$ cat config.mk
export PLATFORM = sky130hd
export DESIGN_NAME = gpr_rd_arbiter
export DESIGN_NICKNAME = d
export VERILOG_FILES = /design/src/rtl/gpr_pkg.sv /design/src/rtl/gpr_rd_arbiter_rr_pick.sv /design/src/rtl/gpr_rd_arbiter.sv
export SDC_FILE = /design/constraint.sdc
export NUM_CORES = 1
export LEC_CHECK = 0
export BUFFER_PORTS_ARGS = -buffer_cell sky130_fd_sc_hd__clkbuf_2
export CAP_MARGIN = 20
export CELL_PAD_IN_SITES_DETAIL_PLACEMENT = 0
export CELL_PAD_IN_SITES_GLOBAL_PLACEMENT = 2
export CORE_MARGIN = 8
export CORE_UTILIZATION = 26
export CTS_BUF_LIST = sky130_fd_sc_hd__clkbuf_4 sky130_fd_sc_hd__clkbuf_8
export DETAILED_ROUTE_END_ITERATION = 10
export HOLD_SLACK_MARGIN = 0.08
export PLACE_DENSITY = 0.95
export SYNTH_ARGS = -nofsm -noshare
export SYNTH_HDL_FRONTEND = slang
export SYNTH_HIERARCHICAL = 1
export SYNTH_SLANG_ARGS = --single-unit
$ cat constraint.sdc
create_clock -name CLK -period 5.35 [get_ports CLK]
set_input_delay 0.535 -clock CLK [delete_from_list [all_inputs] [get_ports CLK]]
set_output_delay 0.535 -clock CLK [all_outputs]
set_load 0.1 [all_outputs]
$ cat src/rtl/gpr_pkg.sv
// Shared constants and helpers for the GPR read-port arbiter.
// No logic or latency of its own.
// No backpressure; holds only types, constants and functions.
package gpr_pkg;

  localparam int GPR_AW   = 4;
  localparam int GPR_DW   = 16;
  localparam int GPR_NREG = 16;
  localparam int MAX_REQ  = 8;

  // One-hot encode a requester index (up to MAX_REQ requesters)
  function automatic logic [MAX_REQ-1:0] onehot(input logic [2:0] idx);
    return 8'b0000_0001 << idx;
  endfunction

endpackage

$ cat src/rtl/gpr_rd_arbiter_rr_pick.sv
// Round-robin picker: first set request at or after ptr, wrapping modulo NREQ.
// Purely combinational, zero latency.
// No backpressure; the caller decides whether the pick becomes a grant.
module rr_pick
  import gpr_pkg::*;
#(
  parameter int NREQ = 4,
  parameter int PW   = $clog2(NREQ)
) (
  input  logic [NREQ-1:0] req_i,
  input  logic [PW-1:0]   ptr_i,
  output logic [NREQ-1:0] gnt_o,
  output logic [PW-1:0]   win_o,
  output logic            any_o
);

  int                 base;
  int                 cand;
  logic [MAX_REQ-1:0] oh;

  // Scan from the pointer; an out-of-range pointer restarts the search at 0
  always_comb begin
    base  = (int'(ptr_i) < NREQ) ? int'(ptr_i) : 0;
    cand  = 0;
    any_o = 1'b0;
    win_o = '0;
    for (int k = 0; k < NREQ; k++) begin
      cand = base + k;
      if (cand >= NREQ) cand = cand - NREQ;
      if (!any_o && req_i[cand]) begin
        any_o = 1'b1;
        win_o = PW'(cand);
      end
    end
    oh    = onehot(3'(win_o));
    gnt_o = any_o ? oh[NREQ-1:0] : '0;
  end

endmodule

$ cat src/rtl/gpr_rd_arbiter.sv
// Shares the single register-file read port among NREQ requesters, round-robin.
// Grant/RSEL combinational in cycle t; RVALID/RDATA registered, valid in t+1.
// HOLD or reset suppresses all grants; requesters keep REQ/ADDR until granted.
module gpr_rd_arbiter
  import gpr_pkg::*;
#(
  parameter int NREQ   = 4,
  parameter int BYPASS = 1
) (
  input  logic                   CLK,
  input  logic                   RST,
  input  logic [NREQ-1:0]        REQ,
  input  logic [GPR_AW*NREQ-1:0] ADDR,
  input  logic                   HOLD,
  output logic [NREQ-1:0]        GNT,
  output logic [GPR_AW-1:0]      RSEL,
  input  logic [GPR_DW-1:0]      RDATA_IN,
  input  logic                   WE,
  input  logic [GPR_AW-1:0]      WADDR,
  input  logic [GPR_DW-1:0]      WDATA,
  output logic [NREQ-1:0]        RVALID,
  output logic [GPR_DW-1:0]      RDATA
);

  localparam int PW = $clog2(NREQ);

  logic [PW-1:0]     ptr_q,    ptr_d;
  logic [NREQ-1:0]   rvalid_q, rvalid_d;
  logic [GPR_DW-1:0] rdata_q,  rdata_d;

  logic [NREQ-1:0]   pick_gnt;
  logic [PW-1:0]     win;
  logic              pick_any;
  logic              grant;

  rr_pick #(
    .NREQ (NREQ),
    .PW   (PW)
  ) u_pick (
    .req_i (REQ),
    .ptr_i (ptr_q),
    .gnt_o (pick_gnt),
    .win_o (win),
    .any_o (pick_any)
  );

  // A pick only becomes a grant outside reset and HOLD
  assign grant = !RST && !HOLD && pick_any;

  // Drive grant and read-mux select; both idle at zero when nothing is granted
  always_comb begin
    GNT  = '0;
    RSEL = '0;
    if (grant) begin
      GNT  = pick_gnt;
      RSEL = ADDR[GPR_AW*int'(win) +: GPR_AW];
    end
  end

  // Next state: capture read data (forwarding a coincident write if enabled)
  always_comb begin
    ptr_d    = ptr_q;
    rvalid_d = '0;
    rdata_d  = rdata_q;
    if (grant) begin
      rvalid_d = pick_gnt;
      ptr_d    = (win == PW'(NREQ - 1)) ? '0 : win + 1'b1;
      if ((BYPASS != 0) && WE && (WADDR == RSEL)) rdata_d = WDATA;
      else                                        rdata_d = RDATA_IN;
    end
  end

  // State registers; reset discards any grant pending in the same cycle
  always_ff @(posedge CLK) begin
    if (RST) begin
      ptr_q    <= '0;
      rvalid_q <= '0;
      rdata_q  <= '0;
    end else begin
      ptr_q    <= ptr_d;
      rvalid_q <= rvalid_d;
      rdata_q  <= rdata_d;
    end
  end

  assign RVALID = rvalid_q;
  assign RDATA  = rdata_q;

endmodule

==> qor.csv <==
metric,value,unit
drt_iter0_drc,31,
critPathMaxFanout,7,
multi_input_area,960,um2
avgSynthCellArea,9.13,um2
hold_viol,0,
powerDensity,262,nW/um2
hold_slack,0.500,ns
pre_cts_slack,1.47,ns
use_met1,12.0,%
fin_area,2030,um2
antenna_cells,0,
port_buffers,87,
ir_drop,86.1,uV
fin_crit,3.31,ns
synth_top_area_share,28.5,%
synth_edf_count,0,
slew_violations,0,
reg2reg_to,RDATA[0],
cts_tree,yes,
holdBufCountCts,0,
cpMaxStageDelayCell,mux4_1,
ant_nets,0,
grt_pass1_vias,1594,
tightest_slew,0.957,ns
drv_cap,0,
core_area,5820,um2
netlist_top_cells_area,"dfxtp_1 29%, or4b_1 10%, a311oi_1 9.7%, o31ai_1 7.8%, nor2_1 5.6%",
grt_pass1_wl,7.24,mm
cpPeakStageDelay,0.66,ns
wl_per_cell,13.9,um
drive_above_1_share,44.3,%
yosysMostFrequentCell,nor2_1,
syn2layout_area_growth,31.8,%
fp-row-count,28,
cp.required,4.82,ns
ios,88,
fmax,302,MHz
skew,0.00459,ns
yosys-top-cells-count,"23 x nor2_1, 22 x dfxtp_1, 17 x a311oi_1, 16 x o31ai_1, 16 x or4b_1",
routed_wirelength,4.45,mm
synthFlopType,dfxtp_1,
synthArstFlopShare,0,%
path_clk_slew,0.08,ns
yosysUniqueCellTypes,37,
grt_usage,9.86,%
insertion_delay,0.26,ns
fin_crit_sh,61.8,%
rsz0062_at_grt,no,
gr-total-overflow,0,
die_h,93.0,um
yosys.area.top_type,dfxtp_1,
seqCellArea,440,um2
setup_tns,0,ns
cts_buffer_depth,2,
p_leak,0.882,nW
rrSetupSlack,2.04,ns
startpoint_type,register,
min_from,RDATA[3],
synth_cells,169,
cts_setup_buffers,0,
rr_startpoint,ptr_q[0],
numCtsBuffers,3,
final-setup-viol-count,0,
top_usage_layer,met2,
endpoint_kind,output pin,
reg2reg_depth,9,
antenna_found_initial,0,
n_fill_cell,634,
ys_seq_area_share,28.5,%
crit_chain,nand2b_2 -> a21oi_1 -> a211oi_2 -> mux4_1 -> and2_2 -> clkbuf_2,
dr.pass1.iters,4,
cts_root_buf,clkbuf_8,
hold_path.class,register to register,
hold_depth,2,
critPathTopFamily,multiplexers,
cts_max_level,1,
final_util,35.0,%
dp_hpwl,3.57,mm
synth.cell_area,1540,um2
cts.sinks,22,
yosys_warnings,6,
status,completed,
gp_congestion,0.793,
die_area,8650,um2
cts-resized-gates,0,
critPathBufInv,1,
chipWidth,93.0,um
num_vias,1537,
timing.final.ws_setup,2.04,ns
use_met3,2.96,%
use_met2,15.8,%
min_delay_worst_endpoint,RDATA[3],
critical_path_class,register to output pin,
fin_nets,306,
place_area,1970,um2
ys_ff_latch,22,
vias_per_cell,4.82,
relSlewSlack,35.9,%
route.detailed.drc,0,
grt_max_degree,33,
initial_utilization,26.5,%
synth_nets,230,
worstPathArrival,2.77,ns
sequential cells by signal (all words and copies together) (netlist names):
| register | flops |
|---|---|
| RDATA | 16 |
| RVALID | 4 |
| ptr_q | 2 |
kinds of logic (layout without fill, tap and decap cells):
family                   count (synthesis)  in the layout  synth area share, %
AO/OA/AOI/OAI                           51             51                 27.6
flip-flops                              22             22                 28.5
AND/OR/NAND/NOR                         65             65                 27.1
multiplexers                             5              5                 6.73
adder cells (fa/ha/maj)                  1              1                0.811
buffers and inverters                   25            100                 9.25
power breakdown:
group / switching (mW) / internal [mW] / leakage (nW) / total, mW
logic: 0.163 / 0.0658 / 0.673 / 0.229
registers: 0.00976 / 0.175 / 0.181 / 0.185
clock network: 0.0539 / 0.0655 / 0.0288 / 0.119
area by class of cell:
cell class | count | area share, %
clock buffers | 4 | 2.71
inverters | 6 | 1.11
flip-flops and latches | 22 | 21.7
well taps | 75 | 4.62
multi-input cells | 122 | 47.2
repair buffers | 90 | 22.7
worst max path at each step:
stage                        start         to  slack [ns]  depth (start not counted)
after floorplan             REQ[1]  RDATA[10]        1.87                         11
after global routing      ptr_q[0]  RDATA[15]        1.76                          8
after CTS                 ptr_q[0]   RDATA[9]        1.65                          9
after global placement      REQ[1]  RDATA[10]        1.54                         10
after detailed placement    REQ[1]   RDATA[9]        1.47                         10
final                     ptr_q[0]    RSEL[0]        2.04                          6
stage by stage:
step	std cells	power (mW)
after floorplan	169	0.377
after global placement	314	0.418
after detailed placement	314	0.418
after CTS	318	0.539
after global routing	319	0.562
final	319	0.533
worst reg2reg max path: cells and delay by family, from the launching register on:
kind / cells / cell delay, ns
AO/OA/AOI/OAI: 5 / 1.24
buffers and inverters: 1 / 0.22
flip-flops: 1 / 0.44
multiplexers: 1 / 0.61
AND/OR/NAND/NOR: 2 / 0.69
per-layer routing:
layer  vias to the layer above  share of wire (%)
li1                        799                  -
met4                         0                1.3
met1                       677                 46
met5                         -                  0
met3                         4                8.9
met2                        57                 44
layout by cell type, fill, tap and decap left out, drive strengths merged, types with 2 or more instances in the layout:
cell type / synthesis / routed
nor2: 23 / 23
or4b: 16 / 16
and3: 2 / 2
a211oi: 2 / 2
clkbuf: 6 / 91
o21ai: 4 / 4
and2: 12 / 12
nand2b: 4 / 4
a311oi: 17 / 17
o31ai: 16 / 16
a21oi: 7 / 7
nor2b: 2 / 2
inv: 6 / 6
buf: 13 / 3
dfxtp: 22 / 22
nand2: 3 / 3
mux4: 4 / 4
nor3: 2 / 2
Note: power is estimated with default switching activity, not from simulation.
